`src/rtl/alu_seq_slice16_pkg.sv`:
```
// alu_seq_slice16_pkg: shared types, sizes and 74181 slice functions for alu_seq_slice16.
//    state_t   : sequencer states IDLE/BUSY/DONE
//    SLICE_W   : width of the reused slice (fixed at 4)
//    NSLICE    : slice passes per operation (operand width SLICE_W*NSLICE = 16)
//    alu_pq    : returns {P, Q} addends of the active-high 74181 arithmetic table
//    alu_logic : returns the active-high 74181 logic result
package alu_seq_pkg;
   localparam int SLICE_W = 4;
   localparam int NSLICE  = 4;
   typedef enum logic [1:0] {IDLE, BUSY, DONE} state_t;
   function automatic logic [7:0] alu_pq(input logic [3:0] s, input logic [3:0] a4, input logic [3:0] b4);
      logic [3:0] p, q;
      p = a4 | (b4 & {4{s[0]}}) | (~b4 & {4{s[1]}});
      q = (a4 & ~b4 & {4{s[2]}}) | (a4 & b4 & {4{s[3]}});
      return {p, q};
   endfunction
   // The 74181 logic table is exactly the complement of P xor Q.
   function automatic logic [3:0] alu_logic(input logic [3:0] s, input logic [3:0] a4, input logic [3:0] b4);
      logic [7:0] pq;
      pq = alu_pq(s, a4, b4);
      return ~(pq[7:4] ^ pq[3:0]);
   endfunction
endpackage

```
`src/rtl/alu_seq_slice16_if.sv`:
```
// alu_seq_slice16_if: request/response bundle for alu_seq_slice16.
//    request  : in_valid, in_ready, a, b, cin, s, m
//    response : out_valid, out_ready, f, cout, aeqb (+ ovf when ALU_SEQ_OVF_EN is defined)
//    master drives requests and consumes results; slave is the ALU.
interface alu_seq_slice16_if;
   logic        in_valid, in_ready, cin, m, out_valid, out_ready, cout, aeqb;
   logic [15:0] a, b, f;
   logic [3:0]  s;
`ifdef ALU_SEQ_OVF_EN
   logic        ovf;
   modport master(output in_valid, a, b, cin, s, m, out_ready, input in_ready, out_valid, f, cout, aeqb, ovf);
   modport slave(input in_valid, a, b, cin, s, m, out_ready, output in_ready, out_valid, f, cout, aeqb, ovf);
`else
   modport master(output in_valid, a, b, cin, s, m, out_ready, input in_ready, out_valid, f, cout, aeqb);
   modport slave(input in_valid, a, b, cin, s, m, out_ready, output in_ready, out_valid, f, cout, aeqb);
`endif
endinterface

```
`src/rtl/alu_seq_slice16_slice.sv`:
```
// alu4_slice: combinational 4-bit 74181-style slice.
//    a4, b4 : operand nibbles      s : function select   m : 1 = logic, 0 = arithmetic
//    ci     : carry in             f4 : result nibble    co : carry out (0 in logic mode)
module alu4_slice
   import alu_seq_pkg::*;
(
   input  logic [3:0] a4,
   input  logic [3:0] b4,
   input  logic [3:0] s,
   input  logic       m,
   input  logic       ci,
   output logic [3:0] f4,
   output logic       co
);
   logic [7:0] pq;
   logic [4:0] sum;
   always_comb begin
      pq  = alu_pq(s, a4, b4);
      sum = {1'b0, pq[7:4]} + {1'b0, pq[3:0]} + {4'b0, ci};
      f4  = m ? alu_logic(s, a4, b4) : sum[3:0];
      co  = m ? 1'b0 : sum[4];
   end
endmodule

```
`src/rtl/alu_seq_slice16.sv`:
```
// alu_seq_slice16: 16-bit 74181-style ALU that reuses one 4-bit slice over four cycles, LS nibble first.
//    clk, rst_n : clock (rising edge) and asynchronous active-low reset
//    bus        : alu_seq_slice16_if.slave (valid/ready request, held-valid response)
//    Optional ALU_SEQ_OVF_EN adds bus.ovf, the signed overflow of arithmetic operations.
module alu_seq_slice16
   import alu_seq_pkg::*;
(
   input logic               clk,
   input logic               rst_n,
   alu_seq_slice16_if.slave  bus
);
   state_t      state_q, state_d;
   logic [1:0]  idx_q, idx_d;
   logic        carry_q, carry_d, m_q, m_d, out_valid_q, out_valid_d;
   logic        cout_q, cout_d, aeqb_q, aeqb_d;
   logic [15:0] a_q, a_d, b_q, b_d, f_q, f_d;
   logic [3:0]  s_q, s_d, a4, b4, f4;
   logic        co, ovf_d, ovf_q;
   assign a4 = a_q[idx_q*SLICE_W +: SLICE_W];
   assign b4 = b_q[idx_q*SLICE_W +: SLICE_W];
   alu4_slice u_slice (.a4(a4), .b4(b4), .s(s_q), .m(m_q), .ci(carry_q), .f4(f4), .co(co));
`ifdef ALU_SEQ_OVF_EN
   logic [7:0] pq;
   // Carry into the slice MSB is recovered from its sum bit: c3 = f3 ^ p3 ^ q3.
   assign pq    = alu_pq(s_q, a4, b4);
   assign ovf_d = m_q ? 1'b0 : co ^ f4[3] ^ pq[7] ^ pq[3];
   assign bus.ovf = ovf_q;
`else
   assign ovf_d = 1'b0;
`endif
   always_comb begin
      state_d     = state_q;
      idx_d       = idx_q;
      carry_d     = carry_q;
      a_d         = a_q;
      b_d         = b_q;
      s_d         = s_q;
      m_d         = m_q;
      f_d         = f_q;
      cout_d      = cout_q;
      aeqb_d      = aeqb_q;
      out_valid_d = out_valid_q;
      case (state_q)
         IDLE: if (bus.in_valid) begin
            a_d     = bus.a;
            b_d     = bus.b;
            s_d     = bus.s;
            m_d     = bus.m;
            carry_d = bus.cin;
            f_d     = '0;
            idx_d   = '0;
            state_d = BUSY;
         end
         BUSY: begin
            f_d[idx_q*SLICE_W +: SLICE_W] = f4;
            carry_d = co;
            idx_d   = idx_q + 2'd1;
            if (idx_q == 2'(NSLICE - 1)) begin
               state_d     = DONE;
               out_valid_d = 1'b1;
               cout_d      = co;
               aeqb_d      = f_d == 16'hFFFF;
            end
         end
         DONE: if (bus.out_ready) begin
            out_valid_d = 1'b0;
            state_d     = IDLE;
         end
         default: state_d = IDLE;
      endcase
   end
   always_ff @(posedge clk or negedge rst_n) begin
      if (!rst_n) begin
         state_q     <= IDLE;
         idx_q       <= '0;
         carry_q     <= 1'b0;
         a_q         <= '0;
         b_q         <= '0;
         s_q         <= '0;
         m_q         <= 1'b0;
         f_q         <= '0;
         cout_q      <= 1'b0;
         aeqb_q      <= 1'b0;
         out_valid_q <= 1'b0;
         ovf_q       <= 1'b0;
      end else begin
         state_q     <= state_d;
         idx_q       <= idx_d;
         carry_q     <= carry_d;
         a_q         <= a_d;
         b_q         <= b_d;
         s_q         <= s_d;
         m_q         <= m_d;
         f_q         <= f_d;
         cout_q      <= cout_d;
         aeqb_q      <= aeqb_d;
         out_valid_q <= out_valid_d;
         if (state_q == BUSY && idx_q == 2'(NSLICE - 1)) ovf_q <= ovf_d;
      end
   end
   assign bus.in_ready  = state_q == IDLE;
   assign bus.out_valid = out_valid_q;
   assign bus.f         = f_q;
   assign bus.cout      = cout_q;
   assign bus.aeqb      = aeqb_q;
endmodule
```
`src/flat_wrapper.sv`:
```
// flat-port wrapper written by rule: the top's interface ports become plain ports
module alu_seq_slice16_flat import alu_seq_pkg::*;
  (clk, rst_n, bus_in_valid, bus_a, bus_b, bus_cin, bus_s, bus_m, bus_out_ready, bus_in_ready, bus_out_valid, bus_f, bus_cout, bus_aeqb);
  alu_seq_slice16_if bus_i ();
  input logic clk;
  input logic rst_n;
  input wire logic [$bits(bus_i.in_valid)-1:0] bus_in_valid;
  input wire logic [$bits(bus_i.a)-1:0] bus_a;
  input wire logic [$bits(bus_i.b)-1:0] bus_b;
  input wire logic [$bits(bus_i.cin)-1:0] bus_cin;
  input wire logic [$bits(bus_i.s)-1:0] bus_s;
  input wire logic [$bits(bus_i.m)-1:0] bus_m;
  input wire logic [$bits(bus_i.out_ready)-1:0] bus_out_ready;
  output wire logic [$bits(bus_i.in_ready)-1:0] bus_in_ready;
  output wire logic [$bits(bus_i.out_valid)-1:0] bus_out_valid;
  output wire logic [$bits(bus_i.f)-1:0] bus_f;
  output wire logic [$bits(bus_i.cout)-1:0] bus_cout;
  output wire logic [$bits(bus_i.aeqb)-1:0] bus_aeqb;
  assign bus_i.in_valid = bus_in_valid;
  assign bus_i.a = bus_a;
  assign bus_i.b = bus_b;
  assign bus_i.cin = bus_cin;
  assign bus_i.s = bus_s;
  assign bus_i.m = bus_m;
  assign bus_i.out_ready = bus_out_ready;
  assign bus_in_ready = bus_i.in_ready;
  assign bus_out_valid = bus_i.out_valid;
  assign bus_f = bus_i.f;
  assign bus_cout = bus_i.cout;
  assign bus_aeqb = bus_i.aeqb;
  alu_seq_slice16 u_core (.clk(clk), .rst_n(rst_n), .bus(bus_i));
endmodule
```
`config.mk`:
```
export PLATFORM = sky130hd
export DESIGN_NAME = alu_seq_slice16_flat
export DESIGN_NICKNAME = d
export VERILOG_FILES = /design/src/rtl/alu_seq_slice16_pkg.sv /design/src/rtl/alu_seq_slice16_if.sv /design/src/rtl/alu_seq_slice16_slice.sv /design/src/rtl/alu_seq_slice16.sv /design/src/flat_wrapper.sv
export SDC_FILE = /design/constraint.sdc
export NUM_CORES = 1
export LEC_CHECK = 0
export ABC_AREA = 1
export CORE_MARGIN = 3
export CORE_UTILIZATION = 47
export CTS_CLUSTER_SIZE = 12
export DETAILED_ROUTE_END_ITERATION = 7
export PLACE_DENSITY = 0.77
export SYNTH_ARGS = -nofsm -noshare
export SYNTH_HDL_FRONTEND = slang
export SYNTH_SLANG_ARGS = --single-unit
```
`constraint.sdc`:
```
create_clock -name clk -period 2.7 [get_ports clk]
set_input_delay 0.27 -clock clk [delete_from_list [all_inputs] [get_ports clk]]
set_output_delay 0.27 -clock clk [all_outputs]
set_load 0.05 [all_outputs]
```
# Word level (Yosys, flattened, before mapping)
# Cells that the tools add are included.
dict set report totals {
  out_inout_bits 20
  elab_cells 62
  inputBits 42
  ff_bits 61
}
dict set report classes {
  bitwise_logic 12
  n_reduce_logical 8
  muxes 16
  shifts 4
  n_addsub 4
  eq_ne 7
}
# cell n
set op_table {}
lappend op_table {{4-bit negator with 34-bit output} 1}
lappend op_table {{4-bit by 34-bit variable shift with 16-bit output, first input constant} 1}
lappend op_table {{4-bit by 34-bit variable part select with 16-bit output} 1}
lappend op_table {{16-bit case mux with 2 select lines} 1}
lappend op_table {{16-bit by 5-bit variable part select with 4-bit output} 2}
lappend op_table {{4-bit bitwise AND} 6}
lappend op_table {{16-bit bitwise mux} 1}
lappend op_table {{16-bit equality test, second input constant} 1}
lappend op_table {{16-bit 2-to-1 mux} 1}
lappend op_table {{4-bit bitwise OR} 3}
lappend op_table {{2-bit 2-to-1 mux} 4}
lappend op_table {{4-bit NOT} 2}
lappend op_table {{2-bit case mux with 3 select lines} 1}
lappend op_table {{2-bit AND reduction} 3}
lappend op_table {{3-bit AND reduction} 2}
lappend op_table {{4-bit by 4-bit adder with 5-bit output} 1}
lappend op_table {{5-bit by 1-bit adder with 5-bit output} 1}
lappend op_table {{2-bit equality test, second input constant} 2}
lappend op_table {{1-bit 2-to-1 mux} 4}
lappend op_table {{4-bit 2-to-1 mux} 1}
lappend op_table {{2-bit != test, second input constant} 2}
lappend op_table {{1-bit case mux with 2 select lines} 2}
lappend op_table {{2-bit case mux with 2 select lines} 1}
lappend op_table {{2-bit nonzero test} 2}
lappend op_table {{other kinds (5)} 5}

# Depth between registers and ports, before layout
# Gate-level depths: netlist of run 1.
dict set report depth {
  word_depth 11
  mapped_depth 22
  mapped_depth_nobuf 21
}

# Modules after synthesis
# From an unflattened synthesis of run 1, not the netlist that was laid out.
dict set report hier_totals {
  hier_cells 350
  hier_area_um2 3236.9
}
# module n_inst cells_each seq_area_each_um2 area_per_inst_um2
set by_module_without_submodules {}
lappend by_module_without_submodules {alu_seq_slice16 1 295 1526.5 2930.3}
lappend by_module_without_submodules {alu4_slice 1 55 0.0 306.5}

# Worst setup path before layout of run 1
# OpenSTA, ideal clock, no wires.
dict set report synth_path {
  kind {register -> register}
  startpoint {register u_core.idx_q[0]}
  endpoint {register u_core.aeqb_q (netlist: u_core.bus.aeqb)}
  n_path_buf 2
  synth_period_minus_slack_ns 2.872
  stages_incl_launch_ff 21
  path_slack_ns -0.172
  t_required_ns 2.634
  setup_ns 0.066
  arrival_ns 2.806
  path_cell_list {dfrtp_1 buf_6 inv_6 buf_4 nand2_1 a32oi_1 o21a_1 o21ai_1 fa_1 fa_1 inv_1 nand2_1 nand2_1 nand3_1 nand2_1 nand2_1 nor2_1 nand3_1 nor2_1 nand3_1 nand2_1}
}
dict set report synth_via {
  elab_chain_cells 11
  elab_cells_between_ends 24
  classes_between {3 x add/sub; 2 x eq/ne; 4 x shift; 2 x mux; 12 x bitwise; 1 x reduce/logical}
}
# element line
set synth_lines {}
lappend synth_lines {{start: declaration} alu_seq_slice16.sv:13} ;# logic [1:0] idx_q, idx_d;
lappend synth_lines {{start signal: assignment} alu_seq_slice16.sv:88} ;# idx_q <= idx_d;
lappend synth_lines {{16-bit by 5-bit variable part select with 4-bit output} alu_seq_slice16.sv:20} ;# assign b4 = b_q[idx_q*SLICE_W +: SLICE_W];
lappend synth_lines {{4-bit NOT} {alu_seq_slice16_pkg.sv:13, alu_seq_slice16_pkg.sv:14}}
lappend synth_lines {{4-bit bitwise AND (2 in a row)} alu_seq_slice16_pkg.sv:14} ;# q = (a4 & ~b4 & {4{s[2]}}) | (a4 & b4 & {4{s[3]}});
lappend synth_lines {{4-bit bitwise OR} alu_seq_slice16_pkg.sv:14}
lappend synth_lines {{4-bit by 4-bit adder with 5-bit output or 4-bit bitwise XOR (tied branches)} {alu_seq_slice16_slice.sv:19, alu_seq_slice16_pkg.sv:21}}
lappend synth_lines {{5-bit by 1-bit adder with 5-bit output or 4-bit NOT (tied branches)} {alu_seq_slice16_slice.sv:19, alu_seq_slice16_pkg.sv:21}}
lappend synth_lines {{4-bit 2-to-1 mux} alu_seq_slice16_slice.sv:20} ;# f4 = m ? alu_logic(s, a4, b4) : sum[3:0];
lappend synth_lines {{4-bit by 34-bit variable part select with 16-bit output} alu_seq_slice16.sv:55} ;# f_d[idx_q*SLICE_W +: SLICE_W] = f4;
lappend synth_lines {{16-bit bitwise mux} alu_seq_slice16.sv:55}
lappend synth_lines {{16-bit equality test} alu_seq_slice16.sv:62} ;# aeqb_d = f_d == 16'hFFFF;
lappend synth_lines {{end signal: assignment} alu_seq_slice16.sv:96} ;# aeqb_q <= aeqb_d;
lappend synth_lines {{end: declaration} alu_seq_slice16.sv:15} ;# logic cout_q, cout_d, aeqb_q, aeqb_d;
# Parallel ways exist; a longest one is shown, timed or not.
# A chain may end at the register's enable or synchronous reset.

# Final worst setup path of run 1
# Ends and elaborated chain as after synthesis.

==> flow_metrics.tcl, run 1 <==
set metrics [dict create \
    synthCells 430 \
    clkSinkCount 61 \
    gp_congestion 0.927 \
    ys_ff_latch 61 \
    r2r_cells 20 \
    htree_levels 3 \
    ys_seq_area_frac 0.463 \
    worstMarginPinSlew_ps 762 \
    r2r_slack_ps -110 \
    via_per_inst 5.12 \
    first_pass_iters 4 \
    route.detailed.drc 0 \
    fp.coreArea_um2 6570 \
    drv_slew 0 \
    grt_pass1_vias 3151 \
    synthesis.area_um2 3300 \
    dp_cells 588 \
    dp_slack_ps -204 \
    drive_above_1_share 0.159 \
    period_minus_slack_ps 2810 \
    clock_latency_ps 340 \
    p_leak_uw 0.00219 \
    skew_ps 8.02 \
    hold_viol 0 \
    worstPathMaxFanout 7 \
    cts_buffers 9 \
    start_util 0.502 \
    final_cells 604 \
    wire_per_inst_um 13.5 \
    min_period_over_period 1.04 \
    routed_wl_um 8140 \
    setup_viol 4 \
    start_kind "register" \
    grt_usage 0.214 \
    hold_path_class "in -> async" \
    detail-route-antenna-nets 0 \
    cts_tree "done" \
    die-height_um 89.7 \
    io_pins 62 \
    cap_violations 0 \
    syn_nets 484 \
    power.density_nw_per_um2 1440 \
    drt_iter0_drc 93 \
    criticalPathCategory "reg -> reg" \
    ctsLongestPathBuffers 2 \
    syn_avg_cell_area_um2 7.66 \
    synth_area_leader_cell "dfrtp_1" \
    numPortBuffers 61 \
    ys_warn_count 0 \
    grt_overflow 0 \
    required_ps 2980 \
    violations "setup timing" \
    outcome "finished with violations" \
    rsz0062_at_grt "yes" \
    die_w_um 89.7 \
    cts_root_buf "clkbuf_8" \
    slew_headroom 0.492 \
    clk_pin_slew_ps 70 \
    vias 3090 \
    yosys.cell_types.count 30 \
    nets 561 \
    grt_pass1_wl_um 14200 \
    row_count 29 \
    critPathArrivalTime_ps 3080 \
    antenna_cells 0 \
    fmax_mhz 356 \
    peakVddDrop_mv 0.519 \
    r2r-end "u_core.bus.aeqb" \
    die-area_um2 8050 \
    end_kind "register" \
    area_growth_pct 34.1 \
    fillCellCount 576 \
    grt_max_degree 62 \
    synth.area.top_cells "dfrtp_1, nand2_1, inv_1" \
    reg2reg_from "u_core.idx_q[0]" \
    setup_ws_ps -107 \
    yosysTopAreaCellShare 0.463 \
    antenna_found_initial 0 \
    dp_hpwl_um 5920 \
]
-- registers in the layout, summed over array words and instances, names as in the netlist --
name / count
u_core.state_q: 2
u_core.m_q: 1
u_core.idx_q: 2
u_core.bus.out_valid: 1
u_core.bus.cout: 1
u_core.bus.aeqb: 1
u_core.b_q: 16
u_core.s_q: 4
u_core.carry_q: 1
u_core.bus.f: 16
u_core.a_q: 16
-- worst max-delay path, cell delays in order, from the launching register on --
cell	delay, ps
dfrtp_2	490
inv_8	100
nand2_1	70
nand3_2	70
nand2_2	70
inv_2	60
nor2_1	40
nor3_2	290
fa_2	290
fa_2	440
inv_2	60
nand2_2	60
nand2_4	80
nand4_1	70
nand2_1	110
nand2_1	80
nor2_1	90
nand2_1	60
nor2_1	100
nand3_1	70
nand2_1	50
-- synth_stat cells --
library cell / number
ha_1: 10
nor2_2: 1
o211ai_1: 3
or2_1: 1
clkinv_2: 1
a21oi_1: 8
o21ai_1: 3
nor3_1: 2
inv_6: 1
inv_2: 2
nand4_1: 8
fa_1: 2
nor2_1: 13
nand2_2: 3
a211oi_1: 2
o21a_1: 2
buf_6: 2
nand3_1: 15
nor2_4: 3
nand2_1: 200
clkbuf_1: 3
a32o_1: 4
a22o_1: 10
buf_4: 1
buf_2: 10
dfrtp_1: 61
inv_1: 40
a32oi_1: 2
o22ai_1: 3
o21ai_0: 14
-- final cells by class --
cell class,count,area (µm²),area share
Tap cell,93,116,0.0263
Multi-Input combinational cell,309,1630,0.369
Clock inverter,4,47.5,0.0108
Timing Repair Buffer,82,771,0.174
Inverter,44,174,0.0394
Sequential cell,61,1530,0.346
Clock buffer,11,151,0.0343
-- routing by layer --
layer,wire length (µm),GRT usage,up-vias
met5,0,0,-
met4,195,0.0817,0
met2,3940,0.353,93
met1,3560,0.264,1454
met3,446,0.0634,18
li1,-,-,1525
-- power breakdown --
group          internal, µW  switching [µW]  total (µW)
combinational          1450            2450        3900
sequential             1320             311        1640
clock                   468             347         815
total                  3240            3110        6350
-- layout by cell type, fill, tap and decap left out, types with 4 or more instances in the layout --
master,instances
nand2_1,189
clkdlybuf4s50_1,60
dfrtp_1,60
inv_1,36
buf_4,19
nor2_1,12
nand3_1,12
nand2_2,12
o21ai_0,12
clkbuf_8,11
a22o_1,10
ha_1,9
a21oi_1,8
nand4_1,8
inv_2,6
a32o_1,4
o21ai_2,4
-- repair_timing --
action / in CTS / in global routing
setup endpoints to repair: 9 / 13
hold buffers: 0 / 0
gates resized for setup: 6 / 30
buffers inserted: 2 / 0
gates cloned: 0 / 0
pin swaps: 9 / 10
-- how the worst max path moves through the flow --
stage / startpoint / endpoint / cells after the start
after floorplan: u_core.idx_q[0] / u_core.bus.aeqb / 20
after global placement: u_core.idx_q[0] / u_core.bus.aeqb / 18
after detailed placement: u_core.idx_q[0] / u_core.bus.aeqb / 19
after CTS: u_core.idx_q[0] / u_core.bus.aeqb / 18
after global routing: u_core.idx_q[0] / u_core.bus.aeqb / 20
final: u_core.idx_q[0] / u_core.bus.aeqb / 20
-- metrics by stage --
step,total power [µW],TNS (ps),area (µm²),hold slack (ps),util
after floorplan,4110,-71.4,3310,-25.6,-
after global placement,5060,-165,4090,462,0.622
after detailed placement,5180,-585,4090,467,0.622
after CTS,6090,-187,4320,120,0.658
after global routing,6910,-1330,4420,156,0.673
final,6350,-251,4420,83.8,0.673
-- kinds of logic after synthesis --
group,count (synthesis),synth area share
AOI/OAI and AO/OA,51,0.104
buffers and inverters,60,0.0797
adders and majority gates,12,0.0501
DFF,61,0.463
and+or+nand+nor,246,0.303
Power figures use the tool's default switching activity.
==> inputs of run 2 (changes only) <==
Settings changed: CORE_MARGIN 3 to 2, SLEW_MARGIN set to 20.
==> run 2 against run 1 <==
  * The flow still finishes with violations (setup timing)
  * Cell count up 0.66%
  * Highest routed layer unchanged
  * Flip-flop and latch count unchanged
  * Cell area down 0.99%
  * Worst setup slack worse by 49 ps
  * Largest power group unchanged
  * Sequential share of layout area up 0.35 points
  * Largest cell class unchanged
  * Register-to-register slack worse by 50 ps
  * Wire length down 4.4%
  * First-iteration DRC count up 25%
==> flow_metrics.tcl, run 2 (synthesis gave the netlist of run 1 again) <==
set metrics [dict create \
    fmax_mhz 350 \
    vias 3035 \
    ctsLongestPathBuffers 2 \
    min_period_over_period 1.06 \
    outcome "finished with violations" \
    finalPower_uw 6140 \
    totalNegativeSetupSlack_ps -242 \
    critPathArrivalTime_ps 3080 \
    die-area_um2 7700 \
    grt_max_degree 43 \
    routed_wl_um 7780 \
    mostFrequentLayoutCell "nand2_1" \
    via_per_inst 4.99 \
    end_kind "register" \
    antenna_cells 0 \
    numPortBuffers 61 \
    dp_slack_ps -172 \
    slew_headroom 0.603 \
    peakVddDrop_mv 0.488 \
    fillCellCount 600 \
    p_leak_uw 0.00218 \
    rsz0062_at_grt "yes" \
    first_pass_iters 6 \
    area_growth_pct 32.8 \
    required_ps 2930 \
    worstPathMaxFanout 7 \
    skew_ps 10.0 \
    max_stage_delay_ps 490 \
    grt_usage 0.215 \
    path_cells "inv_8, nand2_4, a32oi_2, o21a_1, o21ai_2, fa_2, fa_1, inv_1, nand2_1, nand2_2, nand4_1, nand2_1, buf_4, buf_4, a22o_1" \
    drt_iter0_drc 116 \
    violations "setup timing" \
    htree_levels 3 \
    grt_overflow 0 \
    antenna_found_initial 0 \
    clkSinkCount 61 \
    cts_tree "done" \
    gp_congestion 0.901 \
    cts_root_buf "clkbuf_8" \
    period_minus_slack_ps 2860 \
    worstMarginPinSlew_ps 595 \
    cap_violations 0 \
    final_cell_area_um2 4380 \
    row_count 30 \
    grt_pass1_wl_um 12900 \
    clk_pin_slew_ps 70 \
    start_util 0.485 \
    hold_path_class "in -> async" \
    cts_buffers 9 \
    crit_slowest_cell "fa_1" \
    route.detailed.drc 0 \
    nets 561 \
    io_pins 62 \
    clock_latency_ps 340 \
    dp_hpwl_um 5770 \
    layout_common_cells "nand2_1, clkdlybuf4s50_1, dfrtp_1" \
    start_kind "register" \
    grt_pass1_vias 2904 \
    setup_viol 2 \
    setup_ws_ps -156 \
    criticalPathCategory "reg -> reg" \
    power.density_nw_per_um2 1400 \
    placed_area_um2 4060 \
    detail-route-antenna-nets 0 \
    drv_slew 0 \
    drive_above_1_share 0.133 \
    die-height_um 87.7 \
    fp.coreArea_um2 6790 \
    wire_per_inst_um 12.8 \
    die_w_um 87.7 \
    hold_viol 0 \
]
## run 2: cell type report
class                      instances  area, µm²  share of cell area
clock inverter                     4       47.5              0.0109
clock buffer                      12        145              0.0332
timing repair buffer              82        766               0.175
sequential                        61       1530               0.349
multi-input combinational        309       1600               0.365
tap                               96        120              0.0275
inverter                          44        174              0.0397
## run 2: final timing paths
path / slack [ps] / start / to / cells after the start
hold / removal: 460 / rst_n / u_core.bus.f[11] / 2
max in group asynchronous: 1520 / rst_n / u_core.idx_q[0] / 3
hold reg to reg: 490 / u_core.b_q[6] / u_core.b_q[6] / 2
min in group clk: 460 / bus_b[7] / u_core.b_q[7] / 3
setup / recovery: -160 / u_core.idx_q[0] / u_core.bus.f[13] / 15
setup reg to reg: -160 / u_core.idx_q[0] / u_core.bus.f[13] / 15
## run 2: repair_timing
item / 4_1_cts / 5_1_grt
gates cloned: 0 / 0
gates resized for setup: 5 / 17
pin swaps: 2 / 4
hold buffers: 1 / 0
endpoints found under the setup margin: 4 / 11
buffers inserted: 2 / 2
hold endpoints to repair: 25 / 0
## run 2: worst max-delay path: cells and delay by family (launching register included)
kind                     cells  cell delay (ps)
adder cells (fa/ha/maj)      2              870
AO/OA/AOI/OAI                4              650
flip-flops                   1              480
buffers and inverters        4              390
AND/OR/NAND/NOR              5              350
## run 2: stage by stage
stage	utilization	hold slack [ps]	instances
final	0.644	456	608
after global routing	0.644	455	608
after CTS	0.633	444	606
after detailed placement	0.598	307	587
after global placement	0.598	312	587
after floorplan	-	-25.6	430
## run 2: routing by layer
| layer | up-vias | track usage | share of wire | wire length [µm] |
|---|---|---|---|---|
| met4 | 0 | 0.0797 | 0.018 | 140 |
| met1 | 1386 | 0.269 | 0.45 | 3480 |
| met2 | 110 | 0.363 | 0.49 | 3780 |
| li1 | 1522 | - | - | - |
| met3 | 17 | 0.0509 | 0.048 | 377 |
| met5 | - | 0 | 0 | 0 |
## run 2: power by group
group	total, µW	internal [µW]	leakage [µW]	switching, µW
Combinational	3700	1360	0.00131	2350
Sequential	1630	1330	0.000779	307
Clock	805	449	0.0000964	356
==> inputs of run 3 (changes only) <==
Settings changed: CAP_MARGIN set to 20.
==> results of run 3 <==
The final DEF is identical to that of run 2; final timing and power are the same.
